`src/rtl/alu_pkg.sv`:
```
// alu_pkg: shared ALU control encodings and bit-serial ALU state encoding.
package alu_pkg;
    localparam logic [1:0] OP_AND = 2'b00;
    localparam logic [1:0] OP_OR  = 2'b01;
    localparam logic [1:0] OP_ADD = 2'b10;
    localparam logic [1:0] OP_SLT = 2'b11;

    localparam logic [3:0] CTRL_AND = 4'b0000;
    localparam logic [3:0] CTRL_OR  = 4'b0001;
    localparam logic [3:0] CTRL_ADD = 4'b0010;
    localparam logic [3:0] CTRL_SUB = 4'b0110;
    localparam logic [3:0] CTRL_SLT = 4'b0111;
    localparam logic [3:0] CTRL_NOR = 4'b1100;

    localparam logic [1:0] S_IDLE   = 2'b00;
    localparam logic [1:0] S_RUN    = 2'b01;
    localparam logic [1:0] S_FINISH = 2'b10;
endpackage

```
`src/rtl/ALU_1bit.sv`:
```
// ALU_1bit: one-bit ALU slice with operand inversion, full adder and less pass-through.
import alu_pkg::*;

module ALU_1bit (
    input  logic       a,
    input  logic       b,
    input  logic       a_invert,
    input  logic       b_invert,
    input  logic       carry_in,
    input  logic       less,
    input  logic [1:0] operation,
    output logic       result,
    output logic       carry_out
);
    logic aa, bb, sum;

    always_comb begin
        aa        = a ^ a_invert;
        bb        = b ^ b_invert;
        sum       = aa ^ bb ^ carry_in;
        carry_out = (aa & bb) | (aa & carry_in) | (bb & carry_in);
        result    = (operation == OP_AND) ? (aa & bb) :
                    (operation == OP_OR)  ? (aa | bb) :
                    (operation == OP_ADD) ? sum : less;
    end
endmodule

```
`src/rtl/bit_serial_alu.sv`:
```
// bit_serial_alu: WIDTH-bit ALU evaluated LSB first through a single ALU_1bit slice.
import alu_pkg::*;

module bit_serial_alu #(
    parameter int WIDTH = 32
) (
    input  logic             clk_in,
    input  logic             reset_in,
    input  logic             start_in,
    input  logic [WIDTH-1:0] a_in,
    input  logic [WIDTH-1:0] b_in,
    input  logic [3:0]       ctrl_in,
    output logic             busy_out,
    output logic             done_out,
    output logic [WIDTH-1:0] result_out,
    output logic             zero_out,
    output logic             overflow_out
);
    localparam int CNT_W = $clog2(WIDTH);

    logic [1:0]       state_q, state_d;
    logic [CNT_W-1:0] cnt_q, cnt_d;
    logic [3:0]       ctrl_q, ctrl_d;
    logic [WIDTH-1:0] a_sh_q, a_sh_d, b_sh_q, b_sh_d, r_sh_q, r_sh_d;
    logic [WIDTH-1:0] result_q, result_d, fin;
    logic             carry_q, carry_d, ovf_q, ovf_d, set_q, set_d;
    logic             zero_q, zero_d, ovf_out_q, ovf_out_d, done_q, done_d;
    logic [1:0]       slice_op;
    logic             slice_res, slice_co;

    // SLT is a subtraction whose sign (corrected for overflow) becomes bit 0
    assign slice_op = (ctrl_q[1:0] == OP_SLT) ? OP_ADD : ctrl_q[1:0];

    ALU_1bit u_slice (
        .a        (a_sh_q[0]),
        .b        (b_sh_q[0]),
        .a_invert (ctrl_q[3]),
        .b_invert (ctrl_q[2]),
        .carry_in (carry_q),
        .less     (1'b0),
        .operation(slice_op),
        .result   (slice_res),
        .carry_out(slice_co)
    );

    always_comb begin
        state_d   = state_q;
        cnt_d     = cnt_q;
        ctrl_d    = ctrl_q;
        a_sh_d    = a_sh_q;
        b_sh_d    = b_sh_q;
        r_sh_d    = r_sh_q;
        carry_d   = carry_q;
        ovf_d     = ovf_q;
        set_d     = set_q;
        result_d  = result_q;
        zero_d    = zero_q;
        ovf_out_d = ovf_out_q;
        done_d    = 1'b0;
        fin       = (ctrl_q[1:0] == OP_SLT) ? WIDTH'(set_q) : r_sh_q;
        case (state_q)
            S_IDLE: if (start_in) begin
                a_sh_d  = a_in;
                b_sh_d  = b_in;
                ctrl_d  = ctrl_in;
                carry_d = ctrl_in[2];
                cnt_d   = '0;
                state_d = S_RUN;
            end
            S_RUN: begin
                carry_d = slice_co;
                a_sh_d  = a_sh_q >> 1;
                b_sh_d  = b_sh_q >> 1;
                r_sh_d  = {slice_res, r_sh_q[WIDTH-1:1]};
                if (cnt_q == CNT_W'(WIDTH - 1)) begin
                    ovf_d   = carry_q ^ slice_co;
                    set_d   = slice_res ^ carry_q ^ slice_co;
                    state_d = S_FINISH;
                end else begin
                    cnt_d = cnt_q + CNT_W'(1);
                end
            end
            S_FINISH: begin
                result_d  = fin;
                zero_d    = (fin == '0);
                ovf_out_d = (ctrl_q[1:0] == OP_ADD) & ovf_q;
                done_d    = 1'b1;
                state_d   = S_IDLE;
            end
            default: state_d = S_IDLE;
        endcase
    end

    always_ff @(posedge clk_in or posedge reset_in) begin
        if (reset_in) begin
            state_q   <= S_IDLE;
            cnt_q     <= '0;
            ctrl_q    <= '0;
            a_sh_q    <= '0;
            b_sh_q    <= '0;
            r_sh_q    <= '0;
            carry_q   <= 1'b0;
            ovf_q     <= 1'b0;
            set_q     <= 1'b0;
            result_q  <= '0;
            zero_q    <= 1'b0;
            ovf_out_q <= 1'b0;
            done_q    <= 1'b0;
        end else begin
            state_q   <= state_d;
            cnt_q     <= cnt_d;
            ctrl_q    <= ctrl_d;
            a_sh_q    <= a_sh_d;
            b_sh_q    <= b_sh_d;
            r_sh_q    <= r_sh_d;
            carry_q   <= carry_d;
            ovf_q     <= ovf_d;
            set_q     <= set_d;
            result_q  <= result_d;
            zero_q    <= zero_d;
            ovf_out_q <= ovf_out_d;
            done_q    <= done_d;
        end
    end

    assign busy_out     = (state_q != S_IDLE);
    assign done_out     = done_q;
    assign result_out   = result_q;
    assign zero_out     = zero_q;
    assign overflow_out = ovf_out_q;
endmodule

```
`config.mk`:
```
export PLATFORM = sky130hd
export DESIGN_NAME = bit_serial_alu
export DESIGN_NICKNAME = d
export VERILOG_FILES = /design/src/rtl/alu_pkg.sv /design/src/rtl/ALU_1bit.sv /design/src/rtl/bit_serial_alu.sv
export SDC_FILE = /design/constraint.sdc
export NUM_CORES = 1
export LEC_CHECK = 0
export CORE_AREA = 4 4 123 125
export DETAILED_ROUTE_END_ITERATION = 12
export DIE_AREA = 0 0 127 129
export PLACE_DENSITY = 0.65
export SLEW_MARGIN = 10
export SYNTH_ARGS = -nofsm -noshare
export SYNTH_HDL_FRONTEND = slang
export SYNTH_SLANG_ARGS = --single-unit
```
`constraint.sdc`:
```
create_clock -name clk_in -period 6.9 [get_ports clk_in]
set_clock_uncertainty 0.15 [all_clocks]
set_input_delay 0.69 -clock clk_in [delete_from_list [all_inputs] [get_ports clk_in]]
set_output_delay 0.69 -clock clk_in [all_outputs]
set_load 0.05 [all_outputs]
```
==> results of run 1 <==
[routing by layer]
| layer | vias up | GRT usage | wire (µm) |
|---|---|---|---|
| met4 | 0 | 0.0593 | 155 |
| met3 | 16 | 0.0415 | 566 |
| met5 | - | 0 | 0 |
| met1 | 2092 | 0.210 | 5730 |
| li1 | 2134 | - | - |
| met2 | 105 | 0.246 | 5750 |
[where the power goes]
part           total [µW]  switching (µW)  internal, µW
Combinational         883             515           368
Clock                 806             324           483
Sequential           1300             194          1110
Total                2990            1030          1960
[worst min-delay path, cell delays in order, from the launching register on]
cell and delay (ns):
dfrtp_1 0.34, nand2_1 0.05, nand2_1 0.05
[cell usage in the layout (no fill, tap or decap), types with 8 or more instances in the layout]
cell type / n
nand2_1: 171
dfrtp_1: 145
clkdlybuf4s50_1: 106
mux2i_1: 63
o21ai_1: 50
a22o_1: 33
o21ai_0: 18
clkbuf_16: 17
nor4_1: 8
[sequential cells by signal, summed over array words and instances (netlist names)]
register and count:
b_sh_q 32, set_q 1, ovf_q 1, cnt_q 5, a_sh_q 32, done_out 1
carry_q 1, result_out 32, r_sh_q 32, state_q 2, overflow_out 1, zero_out 1
ctrl_q 4
[worst max path at each step]
stage               startpoint        end  cells after the start
floorplan             reset_in  a_sh_q[0]                      1
global placement      start_in   cnt_q[0]                      6
detailed placement    start_in   cnt_q[0]                      6
global route        state_q[1]      ovf_q                      4
finish              state_q[1]      ovf_q                      4
CTS                 state_q[1]      ovf_q                      4
[cell type report]
type | count | area (µm²) | area share
sequential | 145 | 3630 | 0.463
multi-input combinational | 381 | 2300 | 0.293
timing repair buffer | 113 | 1130 | 0.145
clock buffer | 25 | 485 | 0.0620
tap | 180 | 225 | 0.0287
clock inverter | 6 | 32.5 | 0.00415
inverter | 7 | 31.3 | 0.00399
[cell families after synthesis]
kind of cell | Yosys count | synth area share
AOI/OAI and AO/OA | 105 | 0.106
muxes | 69 | 0.112
xor gates and xnor gates | 6 | 0.00845
adders and majority gates | 5 | 0.0113
buffers and inverters | 43 | 0.0481
DFF | 145 | 0.584
and+or+nand+nor | 196 | 0.130
[per-stage QoR]
stage          hold WS [ns]   util  setup WS [ns]  instance area (µm²)
2_1_floorplan         0.299      -           2.17                 6220
3_3_place_gp          0.310  0.525           3.70                 7290
3_5_place_dp          0.310  0.525           3.67                 7290
4_1_cts               0.322  0.563           3.84                 7810
5_1_grt               0.350  0.565           3.49                 7840
6_report              0.324  0.565           3.83                 7840
==> out/metrics.yaml, run 1 <==
status: "complete, no violations"
cp_slowest_stage_delay_ns: 0.87
hpwl_mm: 8.22
cts_resized: 0
whs_path_depth: 2
track_usage: 0.156
fin_cells: 857
drc: 0
synth.most_common_cell: "nand2_1"
period_minus_slack_ns: 3.07
ys_ff_latch: 145
grt_pass1_wl_mm: 20.6
drt_pass1_iterations: 4
wl_per_cell_um: 14.2
path_delay_family: "simple AND/OR/NAND/NOR gates"
cp-start-kind: "flip-flop"
r2r_start: "state_q[1]"
grt_max_degree: 106
finalHoldViolations: 0
area_growth_syn_to_layout_pct: 26.1
async_flop_share: 1.00
initial_core_util: 0.448
crit_buf_inv: 1
syn_area_per_cell_um2: 10.9
arrival_ns: 3.22
reg2reg_depth: 4
fp.coreArea_um2: 13900
power.leakage_uw: 0.00350
power-per-cell-area_nw_per_um2: 382
yosys_warnings: 0
die_y_um: 129
die-width_um: 127
drive_gt1_frac: 0.0650
synth-main-ff-cell: "dfrtp_1"
rows: 43
post-route-period-util: 0.445
min_from: "overflow_out"
synth.yosys.seq_area_share: 0.584
crit_slowest_cell: "buf_4"
crit_fanout: 105
clock_latency_ns: 0.41
critical_path_class: "flip-flop to flip-flop"
numClockSinks: 145
htreeDepth: 4
via_per_inst: 5.07
cts_tree: "built"
dp.cells: 825
setup_viol: 0
finalPower_uw: 2990
grt_setup_unrepaired: "no"
ctsHoldBuffers: 0
grt_pass1_vias: 4297
regToRegSetupSlack_ns: 3.83
detail_route.iter0.violations: 311
post_cts_buffers: 0
num_vias: 4347
synth_cell_types: 34
vdd_drop_max_mv: 0.162
path_cells: "nor2b_4 > buf_4 > nand2_1 > mux2_2"
r2r_end: "ovf_q"
holdPathEnd: "overflow_out"
routed_wl_mm: 12.2
synth_edf_count: 0
synth_top_area_cell: "dfrtp_1"
gp_congestion: 0.735
worstSetupEndpointType: "flip-flop"
netlist_area_um2: 6220
synth_top_area_frac: 0.584
synth_nets: 645
dieArea_um2: 16400
drv_cap: 0
synth.top_cells.by_count: "nand2_1 (171), dfrtp_1 (145), mux2i_1 (63)"
holdCritPathClass: "flip-flop to flip-flop"
synthTopCellsByArea: "dfrtp_1 (58%), nand2_1 (10%), mux2i_1 (10%)"
netlist_instances: 569
n_antenna_cell: 0
cp_data_required_time_ns: 7.04
grt_antenna_before_repair: 0
drv_slew: 0
ios: 107
drtAntennaViolNets: 0
root_buffer: "clkbuf_16"
finalSetupTns_ns: 0
path_clk_slew_ns: 0.05
timing.slew.headroom: 0.321
fillers: 1232
portBuffers: 106
timing.fmax_mhz: 326
cts_inserted_buffers: 17
tightest_slew_ns: 1.02
cts_buffer_depth: 2
nets: 741
grt_overflow: 0
No activity file was read; power rests on OpenSTA's default activity.
==> inputs of run 2 (changes only) <==
clock period = 3 ns   (was 6.9 ns; I/O delays follow)
==> run 2 against run 1 <==
  * Cell count rose by 0.82%
  * Power rose by 140%
  * Highest routed layer unchanged
  * Sequential share of layout area fell by 0.75 points
  * Critical endpoint is now busy_out
  * Largest power group unchanged
  * Global-route usage rose by 0.35 points
==> out/metrics.yaml, run 2 (same netlist as run 1, synthesis figures left out) <==
ios: 107  # unchanged
dieArea_um2: 16400  # unchanged
cts_tree: "built"  # unchanged
reg2reg_depth: 6  # was 4
fin_cells: 864  # was 857
post_cts_buffers: 0  # unchanged
grt_overflow: 0  # unchanged
path_delay_family: "buffers and inverters"  # was simple AND/OR/NAND/NOR gates
setup_viol: 0  # unchanged
hpwl_mm: 8.74  # was 8.22 mm
grt_setup_unrepaired: "no"  # unchanged
period_minus_slack_ns: 2.32
wl_per_cell_um: 14.2  # about the same
drc: 0  # unchanged
status: "complete, no violations"  # unchanged
cp.depth: 2  # was 4
finalSetupTns_ns: 0  # unchanged
arrival_ns: 1.87  # was 3.22 ns
cts_resized: 0  # unchanged
vdd_drop_max_mv: 0.397  # was 0.162 mV
via_per_inst: 5.00  # was 5.07
fp.coreArea_um2: 13900  # unchanged
numClockSinks: 145  # unchanged
worstSetupEndpointType: "primary output"  # was flip-flop
regToRegSetupSlack_ns: 0.73  # was 3.83 ns
drt_pass1_iterations: 4  # unchanged
final_common_cell: "nand2_1"  # unchanged
grt_max_degree: 56  # was 106
num_vias: 4322  # was 4347
power-per-cell-area_nw_per_um2: 884  # was 382 nW/µm²
drtAntennaViolNets: 0  # unchanged
ff_latch_area_um2: 3630  # unchanged
crit_buf_inv: 1  # unchanged
fillers: 1213  # was 1232
ctsHoldBuffers: 0  # unchanged
timing.slew.headroom: 0.447  # was 0.321
layout_common_cells: "nand2_1 (171), dfrtp_1 (145), clkdlybuf4s50_1 (106), mux2i_1 (63), o21ai_1 (50)"  # unchanged
clock_latency_ns: 0.41  # about the same
grt_pass1_vias: 4327  # was 4297
worst_slack_ns: 0.682  # was 3.83 ns
gp_congestion: 0.735  # about the same
die-width_um: 127  # unchanged
r2r_end: "cnt_q[0]"  # was ovf_q
cts_buffer_depth: 2  # unchanged
n_antenna_cell: 0  # unchanged
tightest_slew_ns: 0.828  # was 1.02 ns
cp-start-kind: "flip-flop"  # unchanged
cp_slowest_stage_delay_ns: 0.71  # was 0.87 ns
finalHoldViolations: 0  # unchanged
track_usage: 0.160  # was 0.156
crit_fanout: 5  # was 105
pre_cts_slack_ns: 0.762  # was 3.67 ns
crit_slowest_cell: "clkdlybuf4s50_1"  # was buf_4
multi_input_area_um2: 2300  # unchanged
holdCritPathClass: "input port to async pin"  # was flip-flop to flip-flop
rows: 43  # unchanged
drv_cap: 0  # unchanged
cp_data_required_time_ns: 2.55  # was 7.04 ns
htreeDepth: 4  # unchanged
portBuffers: 106  # unchanged
nets: 747  # was 741
post-route-period-util: 0.773
detail_route.iter0.violations: 244  # was 311
power.leakage_uw: 0.00354  # was 0.00350 µW
path_clk_slew_ns: 0.06  # was 0.05 ns
area_growth_syn_to_layout_pct: 28.1  # was 26.1%
critical_path_class: "flip-flop to primary output"  # was flip-flop to flip-flop
dp.cells: 832  # was 825
cts_inserted_buffers: 17  # unchanged
die_y_um: 129  # unchanged
grt_pass1_wl_mm: 20.9  # was 20.6 mm
r2r_start: "cnt_q[0]"  # was state_q[1]
drv_slew: 0  # unchanged
grt_antenna_before_repair: 0  # unchanged
root_buffer: "clkbuf_16"  # unchanged
drive_gt1_frac: 0.0819  # was 0.0650
routed_wl_mm: 12.3  # was 12.2 mm
timing.fmax_mhz: 431
path_cells: "or2_4 > clkdlybuf4s50_1"  # was nor2b_4 > buf_4 > nand2_1 > mux2_2
initial_core_util: 0.448  # unchanged
==> run 2: cell types whose count changed in the layout (fill, tap and decap cells not counted), sizes merged <==
cell	change
buf	+6
clkinvlp	+5
clkbuf	-7
inv	+3
==> run 2: power by group <==
group          total, µW  switching, µW  internal (µW)
Combinational       2130           1210            921
Clock               1920            831           1090
Sequential          2990            444           2550
Total               7040           2480           4560
==> run 2: stage by stage <==
step | area, µm² | power [µW] | hold slack [ns] | utilization
after floorplan | 6220 | 4640 | 0.267 | -
after global placement | 7420 | 5090 | 0.305 | 0.534
after detailed placement | 7420 | 5200 | 0.320 | 0.534
after CTS | 7970 | 7140 | 0.260 | 0.574
after global routing | 7970 | 7560 | 0.298 | 0.574
final | 7970 | 7040 | 0.245 | 0.574
==> run 2: how the worst max path moves through the flow <==
stage | from | endpoint | slack [ns]
final | state_q[1] | busy_out | 0.68
after global routing | cnt_q[0] | cnt_q[0] | 0.58
after CTS | state_q[1] | busy_out | 0.64
after detailed placement | cnt_q[0] | cnt_q[0] | 0.76
after global placement | cnt_q[0] | cnt_q[0] | 0.92
after floorplan | reset_in | a_sh_q[0] | 0.73
==> run 2: area by class of cell <==
cell class | count | share of cell area
tap | 180 | 0.0283
multi-input combinational | 381 | 0.289
sequential | 145 | 0.456
timing repair buffer | 119 | 0.155
inverter | 7 | 0.00377
clock buffer | 18 | 0.0551
clock inverter | 14 | 0.0137
==> run 2: routing by layer <==
metal | up-vias | GRT usage | wire length, µm
met5 | - | 0 | 0
met3 | 13 | 0.0502 | 649
li1 | 2144 | - | -
met4 | 0 | 0.0498 | 138
met1 | 2075 | 0.210 | 5760
met2 | 90 | 0.257 | 5710
==> inputs of run 3 (changes only) <==
clock period = 2.35 ns   (was 3 ns; I/O delays follow)
==> run 3 against run 2 <==
  * Power grew 28%
  * Global-route usage down 0.21 points
  * Routed wire length rose by 0.42%
  * Critical path type unchanged
  * Highest routed layer unchanged
==> out/metrics.yaml, run 3 (same netlist as run 1, synthesis figures left out) <==
status: "complete, no violations"  # unchanged
holdCritPathClass: "input port to async pin"  # unchanged
finalHoldViolations: 0  # unchanged
multi_input_area_um2: 2300  # unchanged
ios: 107  # unchanged
area_growth_syn_to_layout_pct: 27.8  # was 28.1%
fp.coreArea_um2: 13900  # unchanged
routed_wl_mm: 12.3  # about the same
via_per_inst: 5.02  # was 5.00
rows: 43  # unchanged
cp-start-kind: "flip-flop"  # unchanged
nets: 746  # was 747
path_cells: "or2_4 > clkdlybuf4s50_1"  # unchanged
die-width_um: 127  # unchanged
cts_buffer_depth: 2  # unchanged
portBuffers: 106  # unchanged
timing.slew.headroom: 0.639  # was 0.447
drt_pass1_iterations: 4  # unchanged
drive_gt1_frac: 0.0704  # was 0.0819
grt_setup_unrepaired: "no"  # unchanged
num_vias: 4328  # was 4322
comb_power_share: 0.298  # was 0.302
finalPower_uw: 9030  # was 7040 µW
grt_overflow: 0  # unchanged
vdd_drop_max_mv: 0.649  # was 0.397 mV
power-per-cell-area_nw_per_um2: 1140  # was 884 nW/µm²
p_int_uw: 5990  # was 4560 µW
tightest_slew_ns: 0.540  # was 0.828 ns
detail_route.iter0.violations: 308  # was 244
drc: 0  # unchanged
cp_data_required_time_ns: 1.97  # was 2.55 ns
period_minus_slack_ns: 2.25
hpwl_mm: 8.33  # was 8.74 mm
arrival_ns: 1.86  # was 1.87 ns
worstSetupEndpointType: "primary output"  # unchanged
grt_pass1_wl_mm: 20.5  # was 20.9 mm
n_antenna_cell: 0  # unchanged
final_common_cell: "nand2_1"  # unchanged
drv_slew: 0  # unchanged
seq_power_share: 0.423  # was 0.425
wl_per_cell_um: 14.3  # was 14.2 µm
clock_latency_ns: 0.42  # was 0.41 ns
switchingPower_uw: 3050  # was 2480 µW
swShare: 0.337  # was 0.352
dieArea_um2: 16400  # unchanged
grt_pass1_vias: 4109  # was 4327
numClockSinks: 145  # unchanged
crit_slowest_cell: "clkdlybuf4s50_1"  # unchanged
dp.cells: 831  # was 832
drtAntennaViolNets: 0  # unchanged
fillers: 1190  # was 1213
ctsHoldBuffers: 0  # unchanged
finalSetupTns_ns: 0  # unchanged
ff_latch_area_um2: 3630  # unchanged
cts_tree: "built"  # unchanged
cp_slowest_stage_delay_ns: 0.71  # about the same
layout_common_cells: "nand2_1 (171), dfrtp_1 (145), clkdlybuf4s50_1 (106), mux2i_1 (63), o21ai_1 (50)"  # unchanged
setup_viol: 0  # unchanged
htreeDepth: 4  # unchanged
path_clk_slew_ns: 0.05  # was 0.06 ns
timing.fmax_mhz: 444
timing.hold.ws_ns: 0.152  # was 0.245 ns
post_cts_buffers: 0  # unchanged
crit_fanout: 5  # unchanged
crit_buf_inv: 1  # unchanged
critical_path_class: "flip-flop to primary output"  # unchanged
grt_antenna_before_repair: 0  # unchanged
initial_core_util: 0.448  # unchanged
clkPwrFrac: 0.279  # was 0.273
cts_resized: 0  # unchanged
gp_congestion: 0.744  # was 0.735
path_delay_family: "buffers and inverters"  # unchanged
grt_max_degree: 116  # was 56
drv_cap: 0  # unchanged
cts_inserted_buffers: 17  # unchanged
track_usage: 0.158  # was 0.160
root_buffer: "clkbuf_16"  # unchanged
die_y_um: 129  # unchanged
fin_cells: 862  # was 864
post-route-period-util: 0.957
power.leakage_uw: 0.00355  # was 0.00354 µW
## run 3: cell type report
| type | instances | share of cell area |
|---|---|---|
| Timing Repair Buffer | 118 | 0.153 |
| Tap cell | 180 | 0.0284 |
| Sequential cell | 145 | 0.457 |
| Multi-Input combinational cell | 381 | 0.289 |
| Inverter | 7 | 0.00378 |
| Clock inverter | 7 | 0.0107 |
| Clock buffer | 24 | 0.0581 |
## run 3: worst reg2reg max path, delay by kind of cell, from the launching register on
| family | cells | cell delay, ns |
|---|---|---|
| fa+ha+maj | 2 | 0.40 |
| simple gates | 3 | 0.44 |
| buf+inv | 1 | 0.17 |
| mux | 1 | 0.28 |
| flops | 1 | 0.40 |
## run 3: routing by layer
layer  track usage  routed length, µm
met1         0.217               5810
met2         0.232               5590
met3        0.0606                768
met4        0.0530                139
met5             0                  0
## run 3: through the flow
step                 util  setup slack [ns]  instance area [µm²]
floorplan               -             0.146                 6220
global placement    0.533             0.398                 7400
detailed placement  0.533             0.358                 7400
CTS                 0.572            0.0757                 7940
global route        0.572            0.0431                 7940
finish              0.572             0.100                 7940
## run 3: power groups by stage
| stage | registers, µW | logic, µW | clock network, µW |
|---|---|---|---|
| 2_1_floorplan | 3840 | 2080 | 0 |
| 3_3_place_gp | 3830 | 2620 | 0 |
| 3_5_place_dp | 3860 | 2750 | 0 |
| 4_1_cts | 3820 | 2760 | 2580 |
| 5_1_grt | 3930 | 3070 | 2710 |
| 6_report | 3820 | 2700 | 2520 |
## run 3: worst paths after layout
check / from / endpoint / slack (ns) / depth (start not counted)
worst max-delay path: state_q[1] / busy_out / 0.10 / 2
worst min-delay path: reset_in / r_sh_q[11] / 0.15 / 3
worst max register to register: cnt_q[0] / cnt_q[0] / 0.40 / 7
worst min register to register: overflow_out / overflow_out / 0.31 / 2
max in group asynchronous: reset_in / b_sh_q[2] / 1.55 / 3
min in group clk_in: a_in[31] / a_sh_q[31] / 0.25 / 3
==> RTL change 1: new RTL, flow settings as in run 2 <==
`WIDTH`: 32 -> 16.
--- a/src/rtl/bit_serial_alu.sv
+++ b/src/rtl/bit_serial_alu.sv
@@ -2,7 +2,7 @@
 import alu_pkg::*;
 
 module bit_serial_alu #(
-    parameter int WIDTH = 32
+    parameter int WIDTH = 16
 ) (
     input  logic             clk_in,
     input  logic             reset_in,
Interface: changed (resized a_in, b_in and result_out); port bits go from 107 to 59. The function was not compared with the original's and may differ.
==> RTL change 1 against run 2 <==
  * Via count is 41% lower
  * Synthesized area is 46% lower
  * Sequential cell count shrank 65
  * Total power shrank 32%
  * Highest routed layer unchanged
  * Worst setup slack gained 0.096 ns
  * Wire length down 40%
  * Die area is the same
  * Non-clock buffer count decreased by 54
  * Fmax increased by 4.3%
  * Design area down 44%
  * First-iteration DRC count decreased by 59%
==> RTL change 1: results (changes against run 2) <==
stage	metric	value	unit	change
final_layout	final-stage net count	436		-42%
worst_setup_path	reg2reg start	ctrl_q[3]		
grt	total global-route track usage	9.70	%	-6.3 points
cts	H-tree depth	3		-1
cts	total CTS buffers	9		-8
drt	via/cell ratio	4.40		-12%
drt	routed vias	2541		-41%
worst_setup_path	Crit Path Max Fanout	6		+1
power_and_ir_drop	VDD IR max	352	uV	-11%
sta	relative slew slack	56.1	%	+11 points
placement	Buffers on Ports	58		-45%
drt	DR iter-0 viols	101		-59%
placement	Placed Cells	562		-32%
grt	number of global-route vias before repair	2625		-39%
cts	clk_lat worst skew	0.33	ns	-0.08 ns
worst_setup_path	worst r2r dst	set_q		
synth	Cell variety after synth	31		-8.8%
placement	HPWL Detailed	5.20	mm	-41%
synth	Area contributors post-synth	dfrtp_1 60%, nand2_1 15%, a22oi_1 6.3%, a22o_1 3.9%, buf_4 1.6%		
grt	first-pass GRT wire length	12.8	mm	-39%
power_and_ir_drop	Leak	0.00207	uW	-42%
placement	DP Area	4120	um^2	-45%
grt	largest net degree at the start of global routing	44		-21%
power_and_ir_drop	internal cell power	2990	uW	-34%
synth	Seq/Total Area, Yosys	60.2	%	+1.8 points
final_layout	fraction of layout cells with a size suffix above 1	6.53	%	-1.7 points
outcome	status	finished, final reports clean		
drt	final WL	7.37	mm	-40%
-- RTL change 1: per-stage QoR --
step	utilization, %	setup WS, ns	power [uW]
CTS	31.9	0.757	4840
finish	31.9	0.778	4770
global route	31.9	0.693	5140
detailed placement	29.6	1.02	3670
global placement	29.6	1.12	3600
floorplan	-	0.498	3110
-- RTL change 1: worst max-delay path by stage --
stage	from	to	slack, ns	cells past startpoint
6_report	state_q[1]	busy_out	0.78	3
5_1_grt	state_q[1]	busy_out	0.69	3
4_1_cts	state_q[1]	busy_out	0.76	3
3_5_place_dp	ctrl_q[3]	set_q	1.02	6
3_3_place_gp	ctrl_q[3]	set_q	1.12	7
2_1_floorplan	reset_in	a_sh_q[0]	0.50	1
-- RTL change 1: kinds of logic (layout without fill, tap and decap cells) --
group	count (synthesis)	count (layout)	synth area share, %
AO/OA/AOI/OAI	57	57	12.8
XOR/XNOR	6	6	1.58
adder cells (fa/ha/maj)	4	4	1.73
buffers and inverters	22	86	3.57
flip-flops	80	80	60.2
multiplexers	1	1	0.301
AND/OR/NAND/NOR	164	164	19.9
-- RTL change 1: metal layers --
metal | vias up | GRT usage, % | wire length, um | share of wire (%)
met5 | - | 0 | 0 | 0
met4 | 0 | 2.90 | 76 | 1.0
met3 | 8 | 3.40 | 391 | 5.3
met2 | 62 | 15.4 | 3550 | 48
met1 | 1233 | 12.5 | 3350 | 45
li1 | 1238 | - | - | -
-- RTL change 1: critical path: stages (launching register included) --
cell and delay [ns]:
dfrtp_1 0.47, nor2_1 0.11, inv_1 0.06, clkdlybuf4s50_1 0.79
-- RTL change 1: power by group through the flow --
| stage | Sequential [uW] | Clock, uW | Combinational (uW) |
|---|---|---|---|
| after floorplan | 2100 | 0 | 1010 |
| after global placement | 1870 | 0 | 1730 |
| after detailed placement | 1890 | 0 | 1790 |
| after CTS | 1870 | 1180 | 1790 |
| after global routing | 1940 | 1230 | 1980 |
| final | 1860 | 1150 | 1760 |
-- RTL change 1: cell type report --
type | count | share of cell area [%]
Timing Repair Buffer | 65 | 14.6
Clock inverter | 3 | 1.47
Sequential cell | 80 | 45.2
Multi-Input combinational cell | 232 | 27.6
Tap cell | 180 | 5.08
Inverter | 5 | 0.452
Clock buffer | 13 | 5.65
==> RTL change 2: new RTL, config.mk and constraints of run 2 <==
Without the edit above. Make the reset (`reset_in`) synchronous in one clocked block.
--- a/src/rtl/bit_serial_alu.sv
+++ b/src/rtl/bit_serial_alu.sv
@@ -91,7 +91,7 @@
         endcase
     end
 
-    always_ff @(posedge clk_in or posedge reset_in) begin
+    always_ff @(posedge clk_in) begin
         if (reset_in) begin
             state_q   <= S_IDLE;
             cnt_q     <= '0;
Formal check against the unedited RTL: differs if reset_in is asserted again (counterexample within 4 cycles, from zero or initial values and one cycle with reset_in high); with reset_in held inactive, the same outputs for 10 cycles.
==> RTL change 2 against run 2 <==
  * Design area is 7.4% lower
  * Via count is 16% higher
  * Fmax is 3.0% lower
  * Wire length is 6.7% higher
  * Critical path depth is 1 higher
  * Synthesized area is 7.2% lower
  * Sequential cell count stayed put
  * Synthesized cell count is 23% higher
  * Worst setup slack worse by 0.072 ns
Power is not compared: it rests on default switching activity, and its combinational part moved more than twofold at a synthesized area within 25%.
==> RTL change 2: results (changes against run 2) <==
stage	metric	value	unit	change
worst_setup_path	critical path data arrival time	1.94	ns	+0.07 ns
drt	DR iter-0 viols	375		+54%
outcome	status	finished, final reports clean		
power_and_ir_drop	Final Power	4360	uW	
synth	Syn Nets	776		+20%
worst_setup_path	R2R cell count	4		-2
placement	HPWL Detailed	8.69	mm	-0.53%
final_layout	fill cell count	1287		+6.1%
worst_setup_path	worst r2r dst	b_sh_q[9]		
synth	Seq/Total Area, Yosys	50.3	%	-8.0 points
cts	root buf cell	clkbuf_16		
grt	total global-route track usage	16.6	%	+0.65 points
min_path	Min-Delay Endpoint	state_q[1]		
worst_setup_path	r2r setup slk	0.94	ns	+0.21 ns
grt	largest net degree at the start of global routing	72		+29%
grt	first-pass GRT wire length	22.3	mm	+6.5%
worst_setup_path	Worst Setup SP	state_q[0]		
drt	routed vias	5031		+16%
worst_setup_path	Crit Path Max Fanout	7		+2
synth	Area contributors post-synth	dfxtp_1 50%, nand2_1 13%, a311oi_1 9.7%, nor2_1 6.8%, a22oi_1 4.3%		
synth	share of flip-flops with an asynchronous set or reset	0	%	-100 points
power_and_ir_drop	VDD IR max	393	uV	
worst_setup_path	reg2reg start	state_q[1]		
placement	Buffers on Ports	106		unchanged
cts	clk_lat worst skew	0.42	ns	
drt	drt pass-1 iters	5		+1
drt	final WL	13.1	mm	+6.7%
final_layout	final-stage net count	854		+14%
synth	top post-synthesis cells by count	202 x nand2_1, 145 x dfxtp_1, 104 x nor2_1		
sta	setup ws final	0.610	ns	-0.0720 ns
synth	Cell variety after synth	35		+2.9%
sta	Hold Worst Slack	0.229	ns	-0.0162 ns
placement	pre-CTS WS	0.881	ns	+0.119 ns
placement	GPL Wtd Cong	0.776		+5.5%
final_layout	fraction of layout cells with a size suffix above 1	5.35	%	-2.8 points
min_path	HP Start	reset_in		
sta	relative slew slack	57.7	%	+13 points
[RTL change 2: changes by cell type in the layout (fill, tap and decap cells not counted), moves of 33 or more]
cell / run 2 / this run
dfxtp_1: 0 / 145
o21ai_1: 50 / 0
a311oi_1: 0 / 64
a22o_1: 33 / 0
mux2i_1: 63 / 1
nor2_1: 4 / 104
a21oi_1: 0 / 42
dfrtp_1: 145 / 0
[RTL change 2: per-layer routing]
layer / up-vias / routed length (um) / part of all wire [%] / GRT usage [%]
met4: 0 / 296 / 2.3 / 8.08
li1: 2564 / - / - / -
met5: - / 0 / 0 / 0
met3: 18 / 603 / 4.6 / 3.94
met1: 2318 / 6210 / 47 / 21.3
met2: 131 / 5980 / 46 / 26.5
[RTL change 2: layout make-up]
type / instances / area, um^2 / share of cell area [%]
flip-flops and latches: 145 / 2900 / 39.4
inverters: 3 / 11.3 / 0.153
clock inverters: 1 / 5.00 / 0.0679
clock buffers: 25 / 495 / 6.72
repair buffers: 119 / 1190 / 16.2
multi-input cells: 492 / 2540 / 34.5
well taps: 180 / 225 / 3.05
[RTL change 2: stage by stage]
| stage | instances | area, um^2 |
|---|---|---|
| floorplan | 700 | 5770 |
| global placement | 939 | 6880 |
| detailed placement | 939 | 6880 |
| CTS | 965 | 7380 |
| global route | 965 | 7380 |
| finish | 965 | 7380 |
[RTL change 2: cell families after synthesis]
group                      Yosys count  synth area share, %
and+or+nand+nor                    335                 23.1
buffers and inverters               63                 5.84
DFF                                145                 50.3
xor gates and xnor gates             6                0.911
AOI/OAI and AO/OA                  145                 18.4
muxes                                1                0.174
adders and majority gates            5                 1.22
[RTL change 2: worst max-delay path, stage by stage (launching register included)]
cell,delay [ns]
dfxtp_1,0.54
nor2_1,0.12
inv_1,0.07
clkdlybuf4s50_1,0.80
